**src/rtl/updn_cmd_ctrl.sv**
```systemverilog
`default_nettype none
// ============================================================================
//  Module   : updn_cmd_ctrl
//  Purpose  : Conditions raw buttons/switches into single-cycle load/up/down
//             commands with auto-repeat and limit suppression.
//  Revision : 1.0  initial release
// ============================================================================
module updn_cmd_ctrl #(
   parameter int DEB_CYCLES    = 16,
   parameter int REPEAT_DELAY  = 64,
   parameter int REPEAT_PERIOD = 8
) (
   input  logic       clk,
   input  logic       rst_n,
   input  logic       btn_up,
   input  logic       btn_down,
   input  logic       btn_load,
   input  logic [4:0] sw_in,
   input  logic       high,
   input  logic       low,
   output logic       load,
   output logic       up,
   output logic       down,
   output logic [4:0] in
);

   localparam int c_DEB_W   = $clog2(DEB_CYCLES);
   localparam int c_TMR_MAX = (REPEAT_DELAY > REPEAT_PERIOD) ? REPEAT_DELAY : REPEAT_PERIOD;
   localparam int c_TMR_W   = $clog2(c_TMR_MAX + 1);

   localparam logic [c_DEB_W-1:0] c_DEB_LAST = c_DEB_W'(DEB_CYCLES - 1);
   localparam logic [c_TMR_W-1:0] c_DLY_LAST = c_TMR_W'(REPEAT_DELAY - 1);
   localparam logic [c_TMR_W-1:0] c_PER_LAST = c_TMR_W'(REPEAT_PERIOD - 1);

   localparam int c_UP = 0;
   localparam int c_DN = 1;
   localparam int c_LD = 2;

   localparam logic [1:0] S_IDLE   = 2'd0;
   localparam logic [1:0] S_DELAY  = 2'd1;
   localparam logic [1:0] S_REPEAT = 2'd2;
   localparam logic [1:0] S_LOCKED = 2'd3;

   logic [2:0] w_btn_raw;
   logic [2:0] w_lvl;
   logic [2:0] w_press;

   assign w_btn_raw = {btn_load, btn_down, btn_up};

   // w_lvl is the debounced level including a flip taking effect this edge,
   // so conflicts/releases are seen as early as the debouncer resolves them.
   genvar gi;
   generate
      for (gi = 0; gi < 3; gi++) begin : g_btn
         logic               r_s1;
         logic               r_s2;
         logic               r_deb;
         logic               r_deb_d;
         logic               r_press;
         logic [c_DEB_W-1:0] r_cnt;
         logic               w_flip;

         assign w_flip = (r_s2 != r_deb) && (r_cnt == c_DEB_LAST);

         always_ff @(posedge clk or negedge rst_n) begin
            if (!rst_n) begin
               r_s1    <= 1'b0;
               r_s2    <= 1'b0;
               r_deb   <= 1'b0;
               r_deb_d <= 1'b0;
               r_press <= 1'b0;
               r_cnt   <= '0;
            end else begin
               r_s1    <= w_btn_raw[gi];
               r_s2    <= r_s1;
               if ((r_s2 == r_deb) || w_flip)
                  r_cnt <= '0;
               else
                  r_cnt <= r_cnt + c_DEB_W'(1);
               if (w_flip)
                  r_deb <= ~r_deb;
               r_deb_d <= r_deb;
               r_press <= r_deb & ~r_deb_d;
            end
         end

         assign w_lvl[gi]   = r_deb ^ w_flip;
         assign w_press[gi] = r_press;
      end
   endgenerate

   logic [4:0] r_sw_s1;
   logic [4:0] r_sw_s2;

   always_ff @(posedge clk or negedge rst_n) begin
      if (!rst_n) begin
         r_sw_s1 <= '0;
         r_sw_s2 <= '0;
      end else begin
         r_sw_s1 <= sw_in;
         r_sw_s2 <= r_sw_s1;
      end
   end

   logic [1:0]         r_state;
   logic               r_dir;
   logic [c_TMR_W-1:0] r_tmr;
   logic [1:0]         w_state_nxt;
   logic               w_dir_nxt;
   logic [c_TMR_W-1:0] w_tmr_nxt;
   logic               w_fire;
   logic               w_fire_dn;
   logic               w_own;
   logic               w_oth;

   // r_dir selects the active button: 0 = up, 1 = down
   assign w_own = r_dir ? w_lvl[c_DN] : w_lvl[c_UP];
   assign w_oth = r_dir ? w_lvl[c_UP] : w_lvl[c_DN];

   always_ff @(posedge clk or negedge rst_n) begin
      if (!rst_n) begin
         r_state <= S_IDLE;
         r_dir   <= 1'b0;
         r_tmr   <= '0;
      end else begin
         r_state <= w_state_nxt;
         r_dir   <= w_dir_nxt;
         r_tmr   <= w_tmr_nxt;
      end
   end

   always_comb begin
      w_state_nxt = r_state;
      w_dir_nxt   = r_dir;
      w_tmr_nxt   = '0;
      w_fire      = 1'b0;
      w_fire_dn   = r_dir;
      if (w_press[c_LD]) begin
         w_state_nxt = S_LOCKED;
      end else begin
         case (r_state)
            S_IDLE: begin
               if (w_lvl[c_UP] && w_lvl[c_DN]) begin
                  w_state_nxt = S_LOCKED;
               end else if (w_press[c_DN] && !w_lvl[c_UP]) begin
                  w_fire      = 1'b1;
                  w_fire_dn   = 1'b1;
                  w_dir_nxt   = 1'b1;
                  w_state_nxt = S_DELAY;
               end else if (w_press[c_UP] && !w_lvl[c_DN]) begin
                  w_fire      = 1'b1;
                  w_fire_dn   = 1'b0;
                  w_dir_nxt   = 1'b0;
                  w_state_nxt = S_DELAY;
               end
            end
            S_DELAY, S_REPEAT: begin
               if (w_oth) begin
                  w_state_nxt = S_LOCKED;
               end else if (!w_own) begin
                  w_state_nxt = S_IDLE;
               end else if (r_tmr == ((r_state == S_DELAY) ? c_DLY_LAST : c_PER_LAST)) begin
                  w_fire      = 1'b1;
                  w_state_nxt = S_REPEAT;
               end else begin
                  w_tmr_nxt = r_tmr + c_TMR_W'(1);
               end
            end
            S_LOCKED: begin
               if (!w_lvl[c_UP] && !w_lvl[c_DN])
                  w_state_nxt = S_IDLE;
            end
            default: w_state_nxt = S_IDLE;
         endcase
      end
   end

   logic w_load_nxt;
   logic w_up_nxt;
   logic w_dn_nxt;

   // Limit flags only mask the pulse; the timer keeps its schedule.
   always_comb begin
      w_load_nxt = w_press[c_LD];
      w_up_nxt   = w_fire && !w_fire_dn && !high;
      w_dn_nxt   = w_fire &&  w_fire_dn && !low;
   end

   always_ff @(posedge clk or negedge rst_n) begin
      if (!rst_n) begin
         load <= 1'b0;
         up   <= 1'b0;
         down <= 1'b0;
         in   <= '0;
      end else begin
         load <= w_load_nxt;
         up   <= w_up_nxt;
         down <= w_dn_nxt;
         if (w_load_nxt)
            in <= r_sw_s2;
      end
   end

endmodule
`default_nettype wire

```
**config.mk**
```make
export PLATFORM = sky130hd
export DESIGN_NAME = updn_cmd_ctrl
export DESIGN_NICKNAME = d
export VERILOG_FILES = /design/src/rtl/updn_cmd_ctrl.sv
export SDC_FILE = /design/constraint.sdc
export NUM_CORES = 1
export LEC_CHECK = 0
export CAP_MARGIN = 0
export CORE_UTILIZATION = 50
export CTS_CLUSTER_DIAMETER = 50
export CTS_CLUSTER_SIZE = 28
export DETAILED_ROUTE_END_ITERATION = 10
export DONT_BUFFER_PORTS = 1
export PLACE_DENSITY = 0.76
export SETUP_SLACK_MARGIN = 0.3
export SLEW_MARGIN = 20
export SYNTH_ARGS = -nofsm -noshare
export SYNTH_HDL_FRONTEND = slang
export SYNTH_SLANG_ARGS = --single-unit
```
**constraint.sdc**
```tcl
create_clock -name clk -period 5 [get_ports clk]
set_input_delay 1.25 -clock clk [delete_from_list [all_inputs] [get_ports clk]]
set_output_delay 1.25 -clock clk [all_outputs]
set_load 0.02 [all_outputs]
```
==> metrics.txt <==
CTS tree=done; DR WL/cell=13.9 microns; fraction of registers with async set/reset=1.00; initial core utilization=0.533; routed vias=1,251; port bufs=0; top-count cell post-synth=dfrtp_1; top cells by instance count after synthesis=dfrtp_1, nor2_1, inv_1; status=finished clean; mapped cell area=2180 sq um; crit path cell chain=ha_1 -> and3_4 -> mux2i_4 -> nand2_1 -> a221oi_1 -> o21ai_1 -> mux2i_1; DP HPWL=2240 microns; global-route congestion overflow total=0; R2R setup slack=2.91 ns; 1st-iter DRT viols=40; clk_skew=0.00845 ns; Tot Pwr=841 uW; cts hold-fix bufs=0; Synth Flop Type=dfrtp_1; die area=4620 sq um; CTS buffer count=5; crit path time final=2.09 ns; final slew viol count=0; width of the die=68.0 microns; peak per-stage delay on the critical path=0.37 ns; die height=68.0 microns; start point of the critical path=g_btn[1].r_cnt[0]$_DFF_PN0_; sequential power share=0.566; design internal power=650 uW; vias per inst=5.54; CTS root buf=clkbuf_8; number of fill cells=340; initial antenna violation count=0; DRC viols=0; antenna-violating nets left=0; final setup vio count=0; top-area cell type share of the netlist area=0.632; Netlist cell types=38; Area contributors post-synth=dfrtp_1, ha_1, nor2_1; Min-Delay Path Class=reg -> reg; Clock Latency Late Sink=0.30 ns; r2r startpoint=g_btn[1].r_cnt[0]$_DFF_PN0_; Crit Path Category=reg -> reg; Avg Cell Area, Syn=12.9 sq um; vias in the first global route=1,251; CP endpoint kind=flop; static power due to leakage=1.10 nW; layout cell share with drive strength beyond 1=0.131; Syn Nets=190; nets@finish=196; crit path max fanout=8; Yosys Warn Count=0; RSZ-0062 raised after global routing=false; WP data arrival=2.26 ns; RePlAce Congestion=0.863; FF+latch count, synth=55; H-tree depth=2; final hold vios=0; Tcrit/Tclk final=0.418; IO Pins=20; pwr/cell area=358 nW/um^2; setup bufs post-CTS=0; max-cap violations=0; Util after Layout=0.574; setup TNS=0 ns; Mapped Cells=169; non-filler instance count after layout=226; Reg clk slew, reported paths=0.09 ns; CTS resizes=0; Area Growth Syn to Fin=7.82%; combinational power share=0.097; Core ar.=4090 sq um; Slowest-stage cell, CP=dfrtp_1; sequential element share of the synthesized area=0.632; post-synth top area cell=dfrtp_1; Antenna Cells=0; Switching Share=0.227; largest net degree at the start of global routing=56; All-Layer GR Usage=0.159; Worst setup SP type=flop; critical path required time=5.18 ns; actual slew at the worst max-slew pin=0.542 ns; Clock power frac=0.337; first-pass GRT wire length=5380 microns; Cells after DPL=218; worst setup path end=r_state[0]$_DFFE_PN0P_; drt total wl=3130 microns; DR pass1 iterations=5; Psw=191 uW; row cnt=23; Slew HR=0.638; Post-synth EDFFs=0; Hold WS=0.353 ns; Fmax=479 MHz; CTS max path bufs=2; Max VDD drop=237 uV; clock sinks=55; Reg2Reg Depth=7; FF-to-FF End=r_state[0]$_DFFE_PN0P_
[registers in the layout, indices dropped and copies added (netlist names)]
| register | count |
|---|---|
| r_sw_s2 | 5 |
| load | 1 |
| r_dir | 1 |
| g_btn.r_s2 | 3 |
| r_state | 2 |
| r_sw_s1 | 5 |
| g_btn.r_deb | 3 |
| r_tmr | 7 |
| g_btn.r_press | 3 |
| in | 5 |
| down | 1 |
| g_btn.r_deb_d | 3 |
| up | 1 |
| g_btn.r_s1 | 3 |
| g_btn.r_cnt | 12 |
[per-layer routing]
metal / vias to the layer above / global-route usage / wire length, microns
li1: 584 / - / -
met1: 617 / 0.191 / 1320
met2: 41 / 0.275 / 1590
met3: 9 / 0.0417 / 157
met4: 0 / 0.0573 / 61
met5: - / 0 / 0
[layout make-up]
type / count / area (sq um) / share of cell area
clock inverter: 2 / 38.8 / 0.0165
sequential: 55 / 1380 / 0.586
multi-input combinational: 102 / 756 / 0.322
inverter: 11 / 41.3 / 0.0176
tap: 50 / 62.6 / 0.0267
clock buffer: 6 / 72.6 / 0.0309
[metrics by stage]
stage	setup slack, ns	instance area, sq um
finish	2.91	2350
global route	2.79	2350
CTS	2.94	2350
detailed placement	2.96	2240
global placement	3.06	2240
floorplan	3.19	2180
[critical path: cells and delay by family, from the launching register on]
family                     cells  cell delay [ns]
AOI/OAI and AO/OA              2             0.50
and+or+nand+nor                2             0.38
muxes                          2             0.49
DFF                            1             0.37
adders and majority gates      1             0.23
[power groups by stage]
stage	clock, mW	sequential, mW	combinational, mW
finish	0.283	0.476	0.0820
detailed placement	0	0.485	0.0802
global route	0.310	0.479	0.0910
global placement	0	0.484	0.0744
CTS	0.293	0.476	0.0806
floorplan	0	0.482	0.0659
[placed cells by master (no fill, tap or decap), types with 4 or more instances in the layout]
cell type / synthesis / routed
inv_1: 11 / 11
mux2_2: 6 / 6
xor2_1: 5 / 5
nand3_1: 8 / 8
dfrtp_1: 55 / 55
ha_1: 9 / 9
xnor2_1: 8 / 8
nor2_1: 24 / 24
clkbuf_8: 0 / 5
nand2_1: 4 / 4
[cells by family after synthesis]
group	synth area share
simple gates	0.132
flops	0.632
compound gates	0.0603
xor+xnor	0.0523
buf+inv	0.0207
mux	0.0506
fa+ha+maj	0.0517
[worst min path at each step]
| stage | start | endpoint | slack (ns) | cells after the start |
|---|---|---|---|---|
| CTS | r_sw_s1[1]$_DFF_PN0_ | r_sw_s2[1]$_DFF_PN0_ | 0.36 | 0 |
| finish | r_sw_s1[1]$_DFF_PN0_ | r_sw_s2[1]$_DFF_PN0_ | 0.35 | 0 |
| detailed placement | r_sw_s1[1]$_DFF_PN0_ | r_sw_s2[1]$_DFF_PN0_ | 0.33 | 0 |
| global route | r_sw_s1[1]$_DFF_PN0_ | r_sw_s2[1]$_DFF_PN0_ | 0.36 | 0 |
| global placement | g_btn[2].r_s1$_DFF_PN0_ | g_btn[2].r_s2$_DFF_PN0_ | 0.33 | 0 |
| floorplan | g_btn[0].r_s1$_DFF_PN0_ | g_btn[0].r_s2$_DFF_PN0_ | 0.33 | 0 |
Note: power is estimated with default switching activity, not from simulation.
